$ cat src/rtl/pipe_pkg.sv
// pipe_pkg: shared pipeline types and constants for the fetch stage and later pipeline registers.
package pipe_pkg;
    typedef enum logic [1:0] {BOOT = 2'd0, RUN = 2'd1, HALT = 2'd2} fetch_state_t;
    localparam logic [31:0] DEFAULT_RESET_PC = 32'h0000_0064;
    localparam int INSN_W = 32;
    localparam logic [INSN_W-1:0] NOP = 32'h0000_0000;
endpackage

$ cat src/rtl/ifid_reg.sv
// ifid_reg: IF/ID pipeline register with load, clear-valid and hold; asynchronous reset.
module ifid_reg
    import pipe_pkg::*;
#(
    parameter int XLEN = 32
) (
    input  logic              clk,
    input  logic              rst,
    input  logic              i_ld,
    input  logic              i_clr,
    input  logic [INSN_W-1:0] i_inst,
    input  logic [XLEN-1:0]   i_pc,
    output logic [INSN_W-1:0] o_inst,
    output logic [XLEN-1:0]   o_pc,
    output logic              o_valid
);
    logic [INSN_W-1:0] r_inst;
    logic [XLEN-1:0]   r_pc;
    logic              r_valid;

    always_ff @(posedge clk or posedge rst) begin
        if (rst) begin
            r_inst  <= NOP;
            r_pc    <= '0;
            r_valid <= 1'b0;
        end else if (i_ld) begin
            r_inst  <= i_inst;
            r_pc    <= i_pc;
            r_valid <= 1'b1;
        end else if (i_clr) begin
            r_valid <= 1'b0;
        end
    end

    assign o_inst  = r_inst;
    assign o_pc    = r_pc;
    assign o_valid = r_valid;
endmodule

$ cat src/rtl/fetch_stage.sv
// fetch_stage: PC, instruction fetch and IF/ID capture with stall/flush/redirect/halt and fault detection.
// Optional FETCH_PERF_EN enables the perf_fetched / perf_bubbles counters (tied to 0 otherwise).
module fetch_stage
    import pipe_pkg::*;
#(
    parameter int              XLEN       = 32,
    parameter int              IMEM_DEPTH = 64,
    parameter logic [XLEN-1:0] RESET_PC   = XLEN'(DEFAULT_RESET_PC)
) (
    input  logic              clk,
    input  logic              rst,
    input  logic              stall,
    input  logic              flush,
    input  logic              redirect,
    input  logic [XLEN-1:0]   redirect_pc,
    input  logic              halt,
    input  logic              resume,
    output logic [XLEN-1:0]   imem_addr,
    input  logic [INSN_W-1:0] imem_rdata,
    output logic [XLEN-1:0]   pc,
    output logic [INSN_W-1:0] dinst,
    output logic [XLEN-1:0]   dpc,
    output logic              dvalid,
    output logic              fault,
    output logic [1:0]        state,
    output logic [31:0]       perf_fetched,
    output logic [31:0]       perf_bubbles
);
    fetch_state_t    r_state, w_state_nx;
    logic [XLEN-1:0] r_pc, w_pc_nx;
    logic            r_fault;
    logic            w_run, w_mis, w_oob, w_go, w_ld, w_hold, w_clr, w_set_fault;

    always_ff @(posedge clk or posedge rst) begin
        if (rst) begin
            r_state <= BOOT;
            r_pc    <= RESET_PC;
            r_fault <= 1'b0;
        end else begin
            r_state <= w_state_nx;
            r_pc    <= w_pc_nx;
            r_fault <= r_fault | w_set_fault;
        end
    end

    // Word index out of range means the fetch address lies beyond instruction memory.
    assign w_mis = redirect && (redirect_pc[1:0] != 2'b00);
    assign w_oob = {2'b00, r_pc[XLEN-1:2]} >= XLEN'(IMEM_DEPTH);

    always_comb begin
        w_state_nx = r_state;
        case (r_state)
            BOOT:    w_state_nx = RUN;
            RUN:     w_state_nx = (halt || w_mis || (!redirect && w_oob)) ? HALT : RUN;
            HALT:    w_state_nx = (resume && !r_fault) ? RUN : HALT;
            default: w_state_nx = BOOT;
        endcase
    end

    always_comb begin
        w_run       = r_state == RUN;
        w_go        = w_run && !halt && !w_mis;
        w_set_fault = w_go ? (!redirect && w_oob) : (w_run && !halt && w_mis);
        w_ld        = w_go && !redirect && !w_oob && !flush && !stall;
        w_hold      = w_go && !redirect && !w_oob && !flush && stall;
        w_clr       = (r_state == HALT) || (w_run && !w_ld && !w_hold);
        w_pc_nx     = !w_go              ? r_pc :
                      redirect           ? redirect_pc :
                      (w_oob || stall)   ? r_pc : r_pc + XLEN'(4);
    end

    ifid_reg #(.XLEN(XLEN)) u_ifid (
        .clk     (clk),
        .rst     (rst),
        .i_ld    (w_ld),
        .i_clr   (w_clr),
        .i_inst  (imem_rdata),
        .i_pc    (r_pc),
        .o_inst  (dinst),
        .o_pc    (dpc),
        .o_valid (dvalid)
    );

`ifdef FETCH_PERF_EN
    logic [31:0] r_fetched, r_bubbles;

    always_ff @(posedge clk or posedge rst) begin
        if (rst) begin
            r_fetched <= '0;
            r_bubbles <= '0;
        end else begin
            r_fetched <= r_fetched + {31'd0, w_ld};
            r_bubbles <= r_bubbles + {31'd0, w_run && w_clr};
        end
    end

    assign perf_fetched = r_fetched;
    assign perf_bubbles = r_bubbles;
`else
    assign perf_fetched = '0;
    assign perf_bubbles = '0;
`endif

    assign imem_addr = r_pc;
    assign pc        = r_pc;
    assign fault     = r_fault;
    assign state     = r_state;
endmodule

$ cat config.mk
export PLATFORM = sky130hd
export DESIGN_NAME = fetch_stage
export DESIGN_NICKNAME = d
export VERILOG_FILES = /design/src/rtl/pipe_pkg.sv /design/src/rtl/ifid_reg.sv /design/src/rtl/fetch_stage.sv
export SDC_FILE = /design/constraint.sdc
export NUM_CORES = 1
export LEC_CHECK = 0
export CAP_MARGIN = 5
export CORE_UTILIZATION = 42
export CTS_CLUSTER_SIZE = 40
export DETAILED_ROUTE_END_ITERATION = 16
export PLACE_DENSITY = 0.85
export SLEW_MARGIN = 10
export SYNTH_ARGS = -nofsm -noshare
export SYNTH_HDL_FRONTEND = slang
export SYNTH_SLANG_ARGS = --single-unit
$ cat constraint.sdc
create_clock -name clk -period 6.1 [get_ports clk]
set_clock_uncertainty 0.2 [all_clocks]
set_input_delay 0.915 -clock clk [delete_from_list [all_inputs] [get_ports clk]]
set_output_delay 0.915 -clock clk [all_outputs]
set_load 0.005 [all_outputs]
Word level (Yosys, flattened, before mapping)
Cells that the tools add are included.

storage, ports and cells
  bits in registers = 100
  bits in latches = 0
  memory bits (writable) = 0
  bits in read-only memories = 0
  input bits = 71
  output and inout bits = 196
  logic and storage cells = 50
  memories = 0

cells by class
  add/sub/neg operators = 1
  multipliers = 0
  divide/modulo/power cells = 0
  $lt $le $gt $ge = 1
  eq/ne operators = 3
  shifts and indexed selects = 0
  muxes and demuxes = 8
  bitwise gates (word level) = 1
  reductions and logical operators = 30

operators with widths
  kind                                                                     number
  32-bit 2-to-1 mux                                                        2
  32-bit by 3-bit adder with 32-bit output (second input constant)         1
  30-bit by 7-bit >= comparator with 1-bit output (second input constant)  1
  1-bit logical AND                                                        13
  1-bit logical NOT                                                        9
  2-bit one-hot mux with 3 select lines                                    1
  1-bit logical OR                                                         4
  2-bit 2-to-1 mux                                                         2
  2-bit nonzero test                                                       2
  1-bit 2-to-1 mux                                                         3
  2-bit by 1-bit == test with 1-bit output (second input constant)         1
  2-bit == test (second input constant)                                    1
  2-bit logical NOT                                                        1
  2-bit inequality test (second input constant)                            1
  2-bit AND reduction                                                      1
  1-bit OR                                                                 1

Logic depth before layout (Yosys ltp)
Gate-level depths: netlist of run 1.

  depth after elaboration = 14
  mapped depth = 8
  gate-level depth less buffers = 6

By module
From an unflattened synthesis of run 1, not the netlist that was laid out.

second synthesis, totals
  cell total of the unflattened synthesis = 451
  area, all modules = 5293.8 um2

by module, submodules not included
  module       instances  cells an instance  area an instance (um2)  sequential area each (um2)
  fetch_stage  1          312                2675.1                  879.6
  ifid_reg     1          139                2618.8                  1626.6

Worst setup path before layout of run 1
Ideal clock, no wire load.

  path type = in2reg
  start = in redirect
  end = reg u_ifid.r_pc[3], in the netlist u_ifid.o_pc[3]
  library setup time = 128 ps
  arrival = 2717 ps
  required time = 5772 ps
  slack = 3056 ps
  stages = 8
  buffers on the path = 3
  cell sequence = buf_2 nor4_1 nand4_1 or3_4 nor4_2 buf_4 buf_6 mux2_1

on the way
  cells in the longest elaborated chain, start to end = 7
  elaborated cells between the ends (all ways) = 8
  those cells by class = 8 x reduce/logical

ends and longest elaborated chain
  item                               line               RTL
  start, declared                    fetch_stage.sv:14  input logic redirect,
  1-bit logical AND                  fetch_stage.sv:47  assign w_mis = redirect && (redirect_pc[1:0] != 2'b00);
  1-bit logical NOT                  fetch_stage.sv:62  w_go = w_run && !halt && !w_mis;
  1-bit logical AND                  fetch_stage.sv:62
  1-bit logical AND * (4 in series)  fetch_stage.sv:64  w_ld = w_go && !redirect && !w_oob && !flush && !stall;
  end signal, assigned               ifid_reg.sv:28     r_pc <= i_pc;
  end, declared                      ifid_reg.sv:18     logic [XLEN-1:0] r_pc;

Mark *: on every way between the ends. The rest lies on a longest branch, timed or not.
A chain may end at the register's enable or synchronous reset.

Worst setup path after layout of run 1
  start = in redirect
  end = reg u_ifid.r_inst[23], in the netlist u_ifid.o_inst[23]

on the way
  cells in the longest elaborated chain, start to end = 7
  elaborated cells between the ends (all ways) = 8
  those cells by class = 8 x reduce/logical

ends and longest elaborated chain
  item                               line               RTL
  1-bit logical AND                  fetch_stage.sv:47
  1-bit logical NOT                  fetch_stage.sv:62
  1-bit logical AND                  fetch_stage.sv:62
  1-bit logical AND * (4 in series)  fetch_stage.sv:64
  end signal, assigned               ifid_reg.sv:27     r_inst <= i_inst;
  end, declared                      ifid_reg.sv:17     logic [INSN_W-1:0] r_inst;

Marks and branches as above.

==> flow_summary.ini, run 1 <==
[worst_hold_path]
hp-start = u_ifid.o_pc[2]
hold_class = reg2reg
holdPathStages = 1
whs_endpoint = u_ifid.o_pc[2]

[final_layout]
nNetsFinal = 671
nFillCells = 925
n_antenna_cell = 0
drive_gt1_frac = 0.0815
area_delta_synth_final_pct = 39.9
final_cells = 744
fin_util = 0.602

[global_route]
grt_pass1_wl_um = 18300
track_usage = 0.199
gr-total-overflow = 0
grt_pass1_vias = 3589
antenna_found_initial = 0
grt_start_max_net_pins = 61

[logic_synthesis]
synthesis.instances = 431
syn-cell-area_mm2 = 0.00489
synth_compound_area_frac = 0.0997
yosysTopAreaCell = dfrtp_1
yosysSeqAreaShare = 0.512
yosysMostFrequentCell = buf_4
synth_xor_area_frac = 0
syn_area_per_cell_um2 = 11.4
ys_warn_count = 0
netlist_top_cells_count = buf_4, dfrtp_1, mux2_1
ys_top_cells_by_area = dfrtp_1, buf_4, mux2_1
synth_edf_count = 0
synth_cell_types = 46
yosys.area_share.adder = 0.00512
muxShareOfSynthArea = 0.110
synth-async-reset-ratio = 1.00
synth_top_area_frac = 0.496
yosys.area_share.simple = 0.0962
synth_top_flop_cell = dfrtp_1
synth_top_family_by_area = buffers and inverters
synth_seq_cells = 100

[timing]
whs_ns = 0.282
hold_viol = 0
slew_headroom = 0.352
setup_violations = 0
timing.final.crit_share = 0.683
tightest_slew_ns = 0.965
tns_ns = 0
period_needed_ns = 4.16
clock.fmax_mhz = 240
slew_violations = 0
rsz0062_at_grt = false

[floorplanning]
ioPinCount = 267
die_area_mm2 = 0.0121
start_util = 0.430
row_count = 39
die_h_um = 110
die_w_um = 110
core-area_mm2 = 0.0114

[drt]
drtIter0Drc = 161
num_vias = 3715
vias_per_cell = 4.99
ant_nets = 0
drcViolationCount = 0
drt_wl_total_um = 12200
wl_per_cell_um = 16.4
firstDrtPassIters = 4

[clocking]
clock_path_buffers = 2
clkSlewWorstSetupHoldPaths_ns = 0.07
clockRootBuffer = clkbuf_16
clkSinkCount = 100
postCtsSetupBuffers = 0
cts_tree = done
postCtsHoldBufs = 0
clk_latency_ns = 0.33
htree_levels = 3
cts_resized = 0
cts_inserted_buffers = 9

[worst_setup_path]
worstSetupStartpointType = primary input
worstSetupPathType = in2reg
r2r_setup_slack_ns = 2.66
r2r_cells = 6
crit_required_ns = 6.11
critPathMaxFanout = 33
rr_endpoint = u_ifid.o_inst[23]
cp_slowest_cell = nor4_4
cpPeakStageDelay_ns = 0.81
crit_chain = clkdlybuf4s50_1 -> nor4_1 -> nand4_1 -> or3_4 -> nor4_4 -> buf_12 -> mux2_1
worst-endpoint-arrival_ns = 4.17
r2r_start = imem_addr[18]
cp-end-kind = flip-flop

[pwr]
power_frac_comb = 0.296
pwr-share-clk = 0.265
p_leak_nw = 3.12
vdd_drop_max_mv = 0.224
swShare = 0.293
p_seq_frac = 0.439
p_int_mw = 1.48
p_switching_mw = 0.614
power.density_mw_per_mm2 = 306

[placement]
dp.cells = 730
dp_hpwl_um = 9000
numPortBuffers = 202
place_congestion = 0.827

[run_status]
outcome = completed

[flow_run]
maxCapViolations = 0
cells in the final DEF (no fill, tap or decap), drive strengths merged, types with 2 or more instances in the layout:
cell	count
dfrtp	97
o2bb2ai	3
o21ai	20
a21o	2
inv	12
ha	2
a2bb2oi	5
o311ai	2
clkinvlp	2
nor2	10
and3	2
o22ai	4
mux2i	2
clkbuf	9
nor4	9
nor3	4
nand4	7
o31ai	8
o22a	5
clkdlybuf4s50	202
nand3	5
or2	2
nor2b	24
a21oi	12
buf	3
dfstp	3
mux2	46
or3	3
and2	2
conb	64
nand2	17
flip-flops by register name, indices dropped and copies added, names as in the netlist:
name	count
u_ifid.o_inst	32
fault	1
u_ifid.o_pc	32
imem_addr	32
u_ifid.o_valid	1
state	2
worst max-delay path by stage:
stage	from	end	slack, ns
detailed placement	redirect	imem_addr[21]	1.62
finish	redirect	u_ifid.o_inst[23]	1.94
global route	redirect	u_ifid.o_pc[6]	1.71
floorplan	rst	fault	2.37
CTS	redirect	imem_addr[21]	1.96
global placement	redirect	imem_addr[20]	1.62
kinds of logic (layout without fill, tap and decap cells):
group                      count (synthesis)  in the layout
other                                      1             64
buffers and inverters                    123            230
muxes                                     48             48
and+or+nand+nor                           86             86
AOI/OAI and AO/OA                         71             71
adders and majority gates                  2              2
DFF                                      100            100
through the flow:
step / setup slack [ns] / area, um2 / power [mW]
finish: 1.94 / 6840 / 2.09
global route: 1.71 / 6840 / 2.21
CTS: 1.96 / 6840 / 2.12
detailed placement: 1.62 / 6560 / 1.55
global placement: 1.62 / 6560 / 1.54
floorplan: 2.37 / 5130 / 1.21
critical path: cells and delay by family:
family                 cells  cell delay [ns]
buffers and inverters      2             1.04
and+or+nand+nor            4             1.84
muxes                      1             0.36
per-layer routing:
layer,track usage,routed length [um],vias to the layer above
met4,0.0838,289,0
met1,0.250,4780,1790
met2,0.334,5940,238
met3,0.0397,1170,21
met5,0,0,-
li1,-,-,1666
final cells by class:
cell class                 count  area, um2  share of cell area
multi-input combinational    271       1770               0.259
inverter                      11       43.8             0.00640
clock buffer                   9        225              0.0329
timing repair buffer         205       2060               0.301
sequential                   100       2510               0.366
tap                          143        179              0.0261
clock inverter                 5       62.6             0.00914
power groups by stage:
stage	clock network, mW	logic, mW	registers, mW
6_report	0.555	0.620	0.920
5_1_grt	0.596	0.670	0.940
4_1_cts	0.575	0.625	0.919
3_3_place_gp	0	0.615	0.926
3_5_place_dp	0	0.620	0.929
2_1_floorplan	0	0.326	0.888
Power figures use the tool's default switching activity.
==> inputs of run 2 (changes only) <==
- CORE_UTILIZATION: 42 -> 39
- PLACE_DENSITY: 0.85 -> 0.8
- clock period: 6.1 -> 4.3 ns (I/O delays scaled with it)
==> run 2 against run 1 <==
- utilization is 3.2 points lower
- power is 41% higher
- register-to-register slack worse by 1.4 ns
- sequential share of layout area is 0.29 points lower
==> flow_summary.ini, run 2 (same netlist as run 1, synthesis figures left out) <==
[final_layout]
n_antenna_cell = 0
drive_gt1_frac = 0.0921
multi_input_area_mm2 = 0.00177
nNetsFinal = 676
layout_commonest_cell = clkdlybuf4s50_1
seq_area_mm2 = 0.00251
nFillCells = 1014
area_delta_synth_final_pct = 41.0
final_cell_mix = clkdlybuf4s50_1, dfrtp_1, conb_1, mux2_1, nor2b_1

[timing]
period_needed_ns = 3.11
slew_headroom = 0.467
setup_violations = 0
hold_viol = 0
rsz0062_at_grt = false
tns_ns = 0
timing.final.crit_share = 0.724
worst_slack_ns = 1.19
slew_violations = 0
tightest_slew_ns = 0.792
clock.fmax_mhz = 321

[floorplanning]
die_area_mm2 = 0.0130
die_w_um = 114
row_count = 40
ioPinCount = 267
die_h_um = 114
start_util = 0.404
core-area_mm2 = 0.0121

[clocking]
clkSinkCount = 100
cts_resized = 0
clk_latency_ns = 0.34
htree_levels = 3
cts_inserted_buffers = 9
clkSlewWorstSetupHoldPaths_ns = 0.07
clockRootBuffer = clkbuf_16
cts_tree = done
postCtsSetupBuffers = 0
clock_path_buffers = 2
postCtsHoldBufs = 0

[global_route]
track_usage = 0.188
grt_pass1_vias = 3652
grt_pass1_wl_um = 19100
antenna_found_initial = 0
grt_start_max_net_pins = 93
gr-total-overflow = 0

[placement]
place_congestion = 0.852
dp_hpwl_um = 9170
numPortBuffers = 202
dp_slack_ns = 0.849

[pwr]
power.density_mw_per_mm2 = 428
p_leak_nw = 3.15
vdd_drop_max_mv = 0.285

[drt]
drt_wl_total_um = 12300
ant_nets = 0
vias_per_cell = 4.81
drcViolationCount = 0
drtIter0Drc = 167
firstDrtPassIters = 5
num_vias = 3733
wl_per_cell_um = 15.9

[worst_setup_path]
critPathMaxFanout = 39
worst-endpoint-arrival_ns = 3.14
worstSetupPathType = in2reg
r2r_setup_slack_ns = 1.28
crit_required_ns = 4.32
cp-end-kind = flip-flop
worstSetupStartpointType = primary input

[flow_run]
maxCapViolations = 0

[run_status]
outcome = completed

[worst_hold_path]
hold_class = reg2reg
[run 2: cell types whose count changed in the layout (fill, tap and decap cells not counted), sizes merged]
cell | before | now
inv | 12 | 14
clkinvlp | 2 | 0
bufinv | 1 | 0
clkinv | 1 | 4
buf | 3 | 8
[run 2: layout make-up]
cell class	count	share of cell area
sequential	100	0.363
clock inverter	7	0.00834
clock buffer	9	0.0327
multi-input combinational	271	0.257
tap	168	0.0305
timing repair buffer	210	0.302
inverter	11	0.00671
[run 2: metal layers]
metal / part of all wire / global-route usage / vias to the layer above
met1: 0.40 / 0.237 / 1805
met4: 0.017 / 0.0805 / 0
li1: - / - / 1690
met5: 0 / 0 / -
met2: 0.50 / 0.309 / 219
met3: 0.081 / 0.0446 / 19
[run 2: through the flow]
step	cells	util	hold WS [ns]	instance area [um2]	power [mW]
floorplan	494	-	0.277	5130	1.72
global placement	760	0.546	0.266	6610	2.18
detailed placement	760	0.546	0.274	6610	2.20
CTS	776	0.569	0.290	6900	2.98
global route	776	0.570	0.302	6900	3.11
finish	776	0.570	0.286	6900	2.95
[run 2: power breakdown]
part	internal, mW	switching, mW	total (mW)
combinational	0.578	0.308	0.887
sequential	1.08	0.221	1.30
clock	0.401	0.365	0.766
total	2.06	0.895	2.95
[run 2: worst paths after layout]
path | startpoint | to | cells after the start
min in group asynchronous | rst | u_ifid.o_inst[1] | 2
setup reg to reg | imem_addr[26] | u_ifid.o_inst[6] | 6
max in group asynchronous | rst | imem_addr[14] | 3
hold / removal | u_ifid.o_pc[6] | u_ifid.o_pc[6] | 1
setup / recovery | redirect | u_ifid.o_inst[6] | 7
hold reg to reg | u_ifid.o_pc[6] | u_ifid.o_pc[6] | 1
[run 2: critical path: stages]
cell	delay, ns
clkdlybuf4s50_1	0.45
nor4_1	0.21
nand4_1	0.22
or3_4	0.48
nor4_4	0.25
buf_4	0.47
mux2_2	0.40
